$ cat config.mk
export PLATFORM = sky130hd
export DESIGN_NAME = skid_fallthrough_lat
export DESIGN_NICKNAME = d
export VERILOG_FILES = /design/src/rtl/skid_fallthrough_lat.sv
export SDC_FILE = /design/constraint.sdc
export NUM_CORES = 1
export LEC_CHECK = 0
export ABC_AREA = 1
export CAP_MARGIN = 40
export CORE_ASPECT_RATIO = 0.75
export CORE_MARGIN = 2
export CORE_UTILIZATION = 55
export CTS_BUF_LIST = sky130_fd_sc_hd__clkbuf_16
export DETAILED_ROUTE_END_ITERATION = 12
export GPL_ROUTABILITY_DRIVEN = 0
export PLACE_DENSITY = 0.82
export SLEW_MARGIN = 0
export SYNTH_ARGS = -nofsm -noshare
export SYNTH_HDL_FRONTEND = slang
export SYNTH_SLANG_ARGS = --single-unit
export TNS_END_PERCENT = 50
$ cat constraint.sdc
create_clock -name clk -period 8.2 [get_ports clk]
set_clock_uncertainty 0.1 [all_clocks]
set_input_delay 1.64 -clock clk [delete_from_list [all_inputs] [get_ports clk]]
set_output_delay 1.64 -clock clk [all_outputs]
set_load 0.05 [all_outputs]
$ cat src/rtl/skid_fallthrough_lat.sv
// Adapter from a pop/empty FIFO with multi-cycle read latency to a registered
// valid/ready stream; pops ahead on credit and catches returns in a skid ring.
module skid_fallthrough_lat #(
   parameter int DATA_WIDTH   = 32,
   parameter int READ_LATENCY = 1,
   parameter int SKID_DEPTH   = READ_LATENCY + 1,
   localparam int LVL_WIDTH   = $clog2(SKID_DEPTH + 2)
) (
   input  logic                  clk,
   input  logic                  rst,
   input  logic [DATA_WIDTH-1:0] fifo_data,
   input  logic                  fifo_empty,
   output logic                  fifo_pop,
   output logic [DATA_WIDTH-1:0] dn_bus,
   output logic                  dn_val,
   input  logic                  dn_rdy,
   output logic [LVL_WIDTH-1:0]  level
);

   if (READ_LATENCY < 1 || READ_LATENCY > 8) begin : g_bad_lat
      $error("READ_LATENCY must be 1..8");
   end
   if (SKID_DEPTH < READ_LATENCY) begin : g_bad_depth
      $error("SKID_DEPTH must be >= READ_LATENCY");
   end

   localparam int PTR_W = (SKID_DEPTH > 1) ? $clog2(SKID_DEPTH) : 1;
   localparam logic [PTR_W-1:0] PTR_LAST = PTR_W'(SKID_DEPTH - 1);
   localparam logic [LVL_WIDTH-1:0] DEPTH_L = LVL_WIDTH'(SKID_DEPTH);

   logic [READ_LATENCY-1:0] pipe;
   logic [LVL_WIDTH-1:0]    inflight;
   logic [LVL_WIDTH-1:0]    buf_count;
   logic [LVL_WIDTH-1:0]    credit_used;
   logic [DATA_WIDTH-1:0]   mem [SKID_DEPTH];
   logic [PTR_W-1:0]        rd_ptr;
   logic [PTR_W-1:0]        wr_ptr;
   logic                    ret_vld;
   logic                    dn_active;
   logic                    buf_rd;
   logic                    bypass;
   logic                    buf_wr;

   function automatic logic [PTR_W-1:0] ptr_inc(input logic [PTR_W-1:0] p);
      return (p == PTR_LAST) ? '0 : p + 1'b1;
   endfunction

   always_comb begin
      inflight = '0;
      for (int i = 0; i < READ_LATENCY; i++) begin
         inflight = inflight + LVL_WIDTH'(pipe[i]);
      end
   end

   // Credit counts only registered state, so a word leaving this cycle
   // frees its slot for the next cycle's pop.
   assign credit_used = inflight + buf_count;
   assign fifo_pop    = ~rst & ~fifo_empty & (credit_used < DEPTH_L);
   assign ret_vld     = pipe[READ_LATENCY-1];
   assign dn_active   = ~dn_val | dn_rdy;
   assign buf_rd      = dn_active & (buf_count != '0);
   assign bypass      = dn_active & (buf_count == '0) & ret_vld;
   assign buf_wr      = ret_vld & ~bypass;
   assign level       = credit_used + LVL_WIDTH'(dn_val);

   always_ff @(posedge clk) begin
      if (rst) begin
         pipe <= '0;
      end else begin
         pipe[0] <= fifo_pop;
         for (int i = 1; i < READ_LATENCY; i++) begin
            pipe[i] <= pipe[i-1];
         end
      end
   end

   always_ff @(posedge clk) begin
      if (rst) begin
         rd_ptr    <= '0;
         wr_ptr    <= '0;
         buf_count <= '0;
      end else begin
         if (buf_rd) rd_ptr <= ptr_inc(rd_ptr);
         if (buf_wr) wr_ptr <= ptr_inc(wr_ptr);
         buf_count <= buf_count + LVL_WIDTH'(buf_wr) - LVL_WIDTH'(buf_rd);
      end
   end

   always_ff @(posedge clk) begin
      if (buf_wr) mem[wr_ptr] <= fifo_data;
   end

   always_ff @(posedge clk) begin
      if (rst) begin
         dn_val <= 1'b0;
         dn_bus <= '0;
      end else if (dn_active) begin
         if (buf_rd) begin
            dn_val <= 1'b1;
            dn_bus <= mem[rd_ptr];
         end else if (bypass) begin
            dn_val <= 1'b1;
            dn_bus <= fifo_data;
         end else begin
            dn_val <= 1'b0;
         end
      end
   end

endmodule

==> flow_summary.ini <==
[status]
status = complete, no violations

[synth]
synth_area_leader_cell = edfxtp_1
synth-xor-area-share_pct = 0.578
synthMuxAreaShare_pct = 0
synth_area_um2 = 4550
synth-warning-count = 0
yosys-top-cells-count = 210 x nand2_1, 69 x inv_1, 64 x edfxtp_1
synth_edf_count = 64
yosysSeqAreaShare_pct = 59.4
ys_types = 26
synth-compound-area-share_pct = 5.20
syn_inst = 518
postSynthAreaPerCell_um2 = 8.78
synthFlopType = edfxtp_1
yosys.area_share.simple_pct = 24.5
synth_fa_ha_area_share_pct = 1.10
synth.top_cell.area_share_pct = 42.3
synthArstFlopShare_pct = 0
synth.most_common_cell = nand2_1
synth_top_family_by_area = simple AND/OR/NAND/NOR gates
netlist_top_cells_area = edfxtp_1 42%, nand2_1 17%, dfxtp_1 17%
synth_seq_cells = 103
synth_nets = 558

[routing]
num_vias = 3413
drtPass1Iterations = 5
first_iter_violations = 156
viasPerCell = 4.92
wl_um = 9600
routedWlPerCell_um = 13.8
drtAntennaViolNets = 0
drc = 0

[pwr]
power.total_w = 0.00228
power_density_nw_per_um2 = 401
p_leak_nw = 2.50
peakVddDrop_mv = 0.211

[timing]
min_period_ns = 4.88
slew_viol_final = 0
min_period_over_period_pct = 59.5
hold_violations = 0
max_freq_mhz = 205
rsz0062_at_grt = no
tns_ns = 0
worst_pin_slew_ns = 0.809
setup_viol = 0
slew_headroom_pct = 45.8

[global_routing]
grt_pass1_wl_um = 15500
grt_max_degree = 40
first_global_vias = 3370
grt.overflow.total = 0
grt_usage_pct = 22.6
antenna_found_initial = 0

[clock_tree]
cts_buffers = 9
cts.sinks = 103
cts_tree = yes
cts-root-buf = clkbuf_16
ctsHoldBuffers = 0
post_cts_resized = 0
clk_path_buf_depth = 2
htree_num_levels = 3
clk_pin_slew_ns = 0.07
post-cts-setup-buffer-count = 0
clk_latency_ns = 0.34

[setup_path]
worstPathArrival_ns = 3.14
end_kind = primary output
cp.required_ns = 6.46
critPathMaxFanout = 5
startpoint_type = input port
crit_type = input port to primary output

[final_layout]
drive_gt1_share_pct = 10.7
diodes = 0
area_growth_pct = 25.0
nNetsFinal = 624

[run]
drv_cap = 0

[die]
dieArea_um2 = 9020
core_um2 = 7950
fp.dieW_um = 109
io_pins = 72
start_util_pct = 57.2
rows = 28
die_height_um = 82.8

[place]
hpwl_um = 6160
port_buffers = 71

[min_path]
hold_class = flip-flop to flip-flop
[cell type report]
| cell class | count | area [um^2] |
|---|---|---|
| Clock buffer | 9 | 225 |
| Tap cell | 105 | 131 |
| Inverter | 72 | 270 |
| Multi-Input combinational cell | 321 | 1440 |
| Clock inverter | 7 | 70.1 |
| Timing Repair Buffer | 77 | 843 |
| Sequential cell | 103 | 2700 |
| Fill cell | 587 | 2270 |
[worst paths after layout]
| kind | slack [ns] | startpoint | cells past startpoint | endpoint |
|---|---|---|---|---|
| max | 3.32 | rst | 3 | fifo_pop |
| max reg2reg | 5.95 | buf_count[0]$_SDFF_PP0_ | 8 | buf_count[1]$_SDFF_PP0_ |
| min | 0.40 | rd_ptr$_SDFFE_PP0N_ | 2 | rd_ptr$_SDFFE_PP0N_ |
| min reg2reg | 0.40 | rd_ptr$_SDFFE_PP0N_ | 2 | rd_ptr$_SDFFE_PP0N_ |
[cell usage in the layout, fill, tap and decap left out, types with 2 or more instances in the layout]
cell type        netlist  routed
clkdlybuf4s50_1        0      71
o21ai_0                3       3
nor2_2                11      11
ha_1                   4       4
nand2_2                3       3
nand2_1              210     210
inv_6                  0       3
nor2_4                 0       2
buf_16                 0       4
nor3_1                 2       2
clkbuf_16              0       9
a21oi_2                8       8
nor2_1                32      30
clkinv_1               1       2
xor2_1                 2       2
edfxtp_1              64      64
inv_1                 69      69
or2_2                 14      14
inv_2                  2       2
a21oi_1               27      27
clkinv_2               0       2
dfxtp_1               39      39
[through the flow]
stage	setup slack, ns	area (um^2)	hold WS (ns)	cells	util [%]
2_1_floorplan	3.72	4550	0.348	518	-
3_3_place_gp	3.32	5270	0.356	673	66.2
3_5_place_dp	3.31	5390	0.384	678	67.8
4_1_cts	3.31	5690	0.394	694	71.5
5_1_grt	3.25	5690	0.423	694	71.5
6_report	3.32	5690	0.398	694	71.5
[flip-flops by register name, summed over array words and instances (netlist names), named ones only]
register	count
rd_ptr	1
buf_count	2
dn_val	1
mem	64
pipe	1
dn_bus	32
wr_ptr	1
[metal layers]
metal	GRT usage (%)	routed length [um]
met1	26.8	4130
met2	41.9	4920
met3	5.26	491
met4	5.13	49
met5	0	0
[kinds of logic after synthesis]
kind of cell               count (synthesis)
buffers and inverters                     94
AOI/OAI and AO/OA                         39
adders and majority gates                  4
xor gates and xnor gates                   3
and+or+nand+nor                          275
DFF                                      103
[critical path, cell delays in order]
cell	delay (ns)
clkdlybuf4s50_1	0.47
nor3_1	0.20
clkdlybuf4s50_1	0.83
[power breakdown]
group          switching, W  total (W)  leakage [nW]  internal (W)
clock network      0.000185   0.000423         0.148      0.000238
registers         0.0000565   0.000724         0.903      0.000668
logic              0.000767    0.00113          1.45      0.000364
total               0.00101    0.00228          2.50       0.00127
Note: power is estimated with default switching activity, not from simulation.
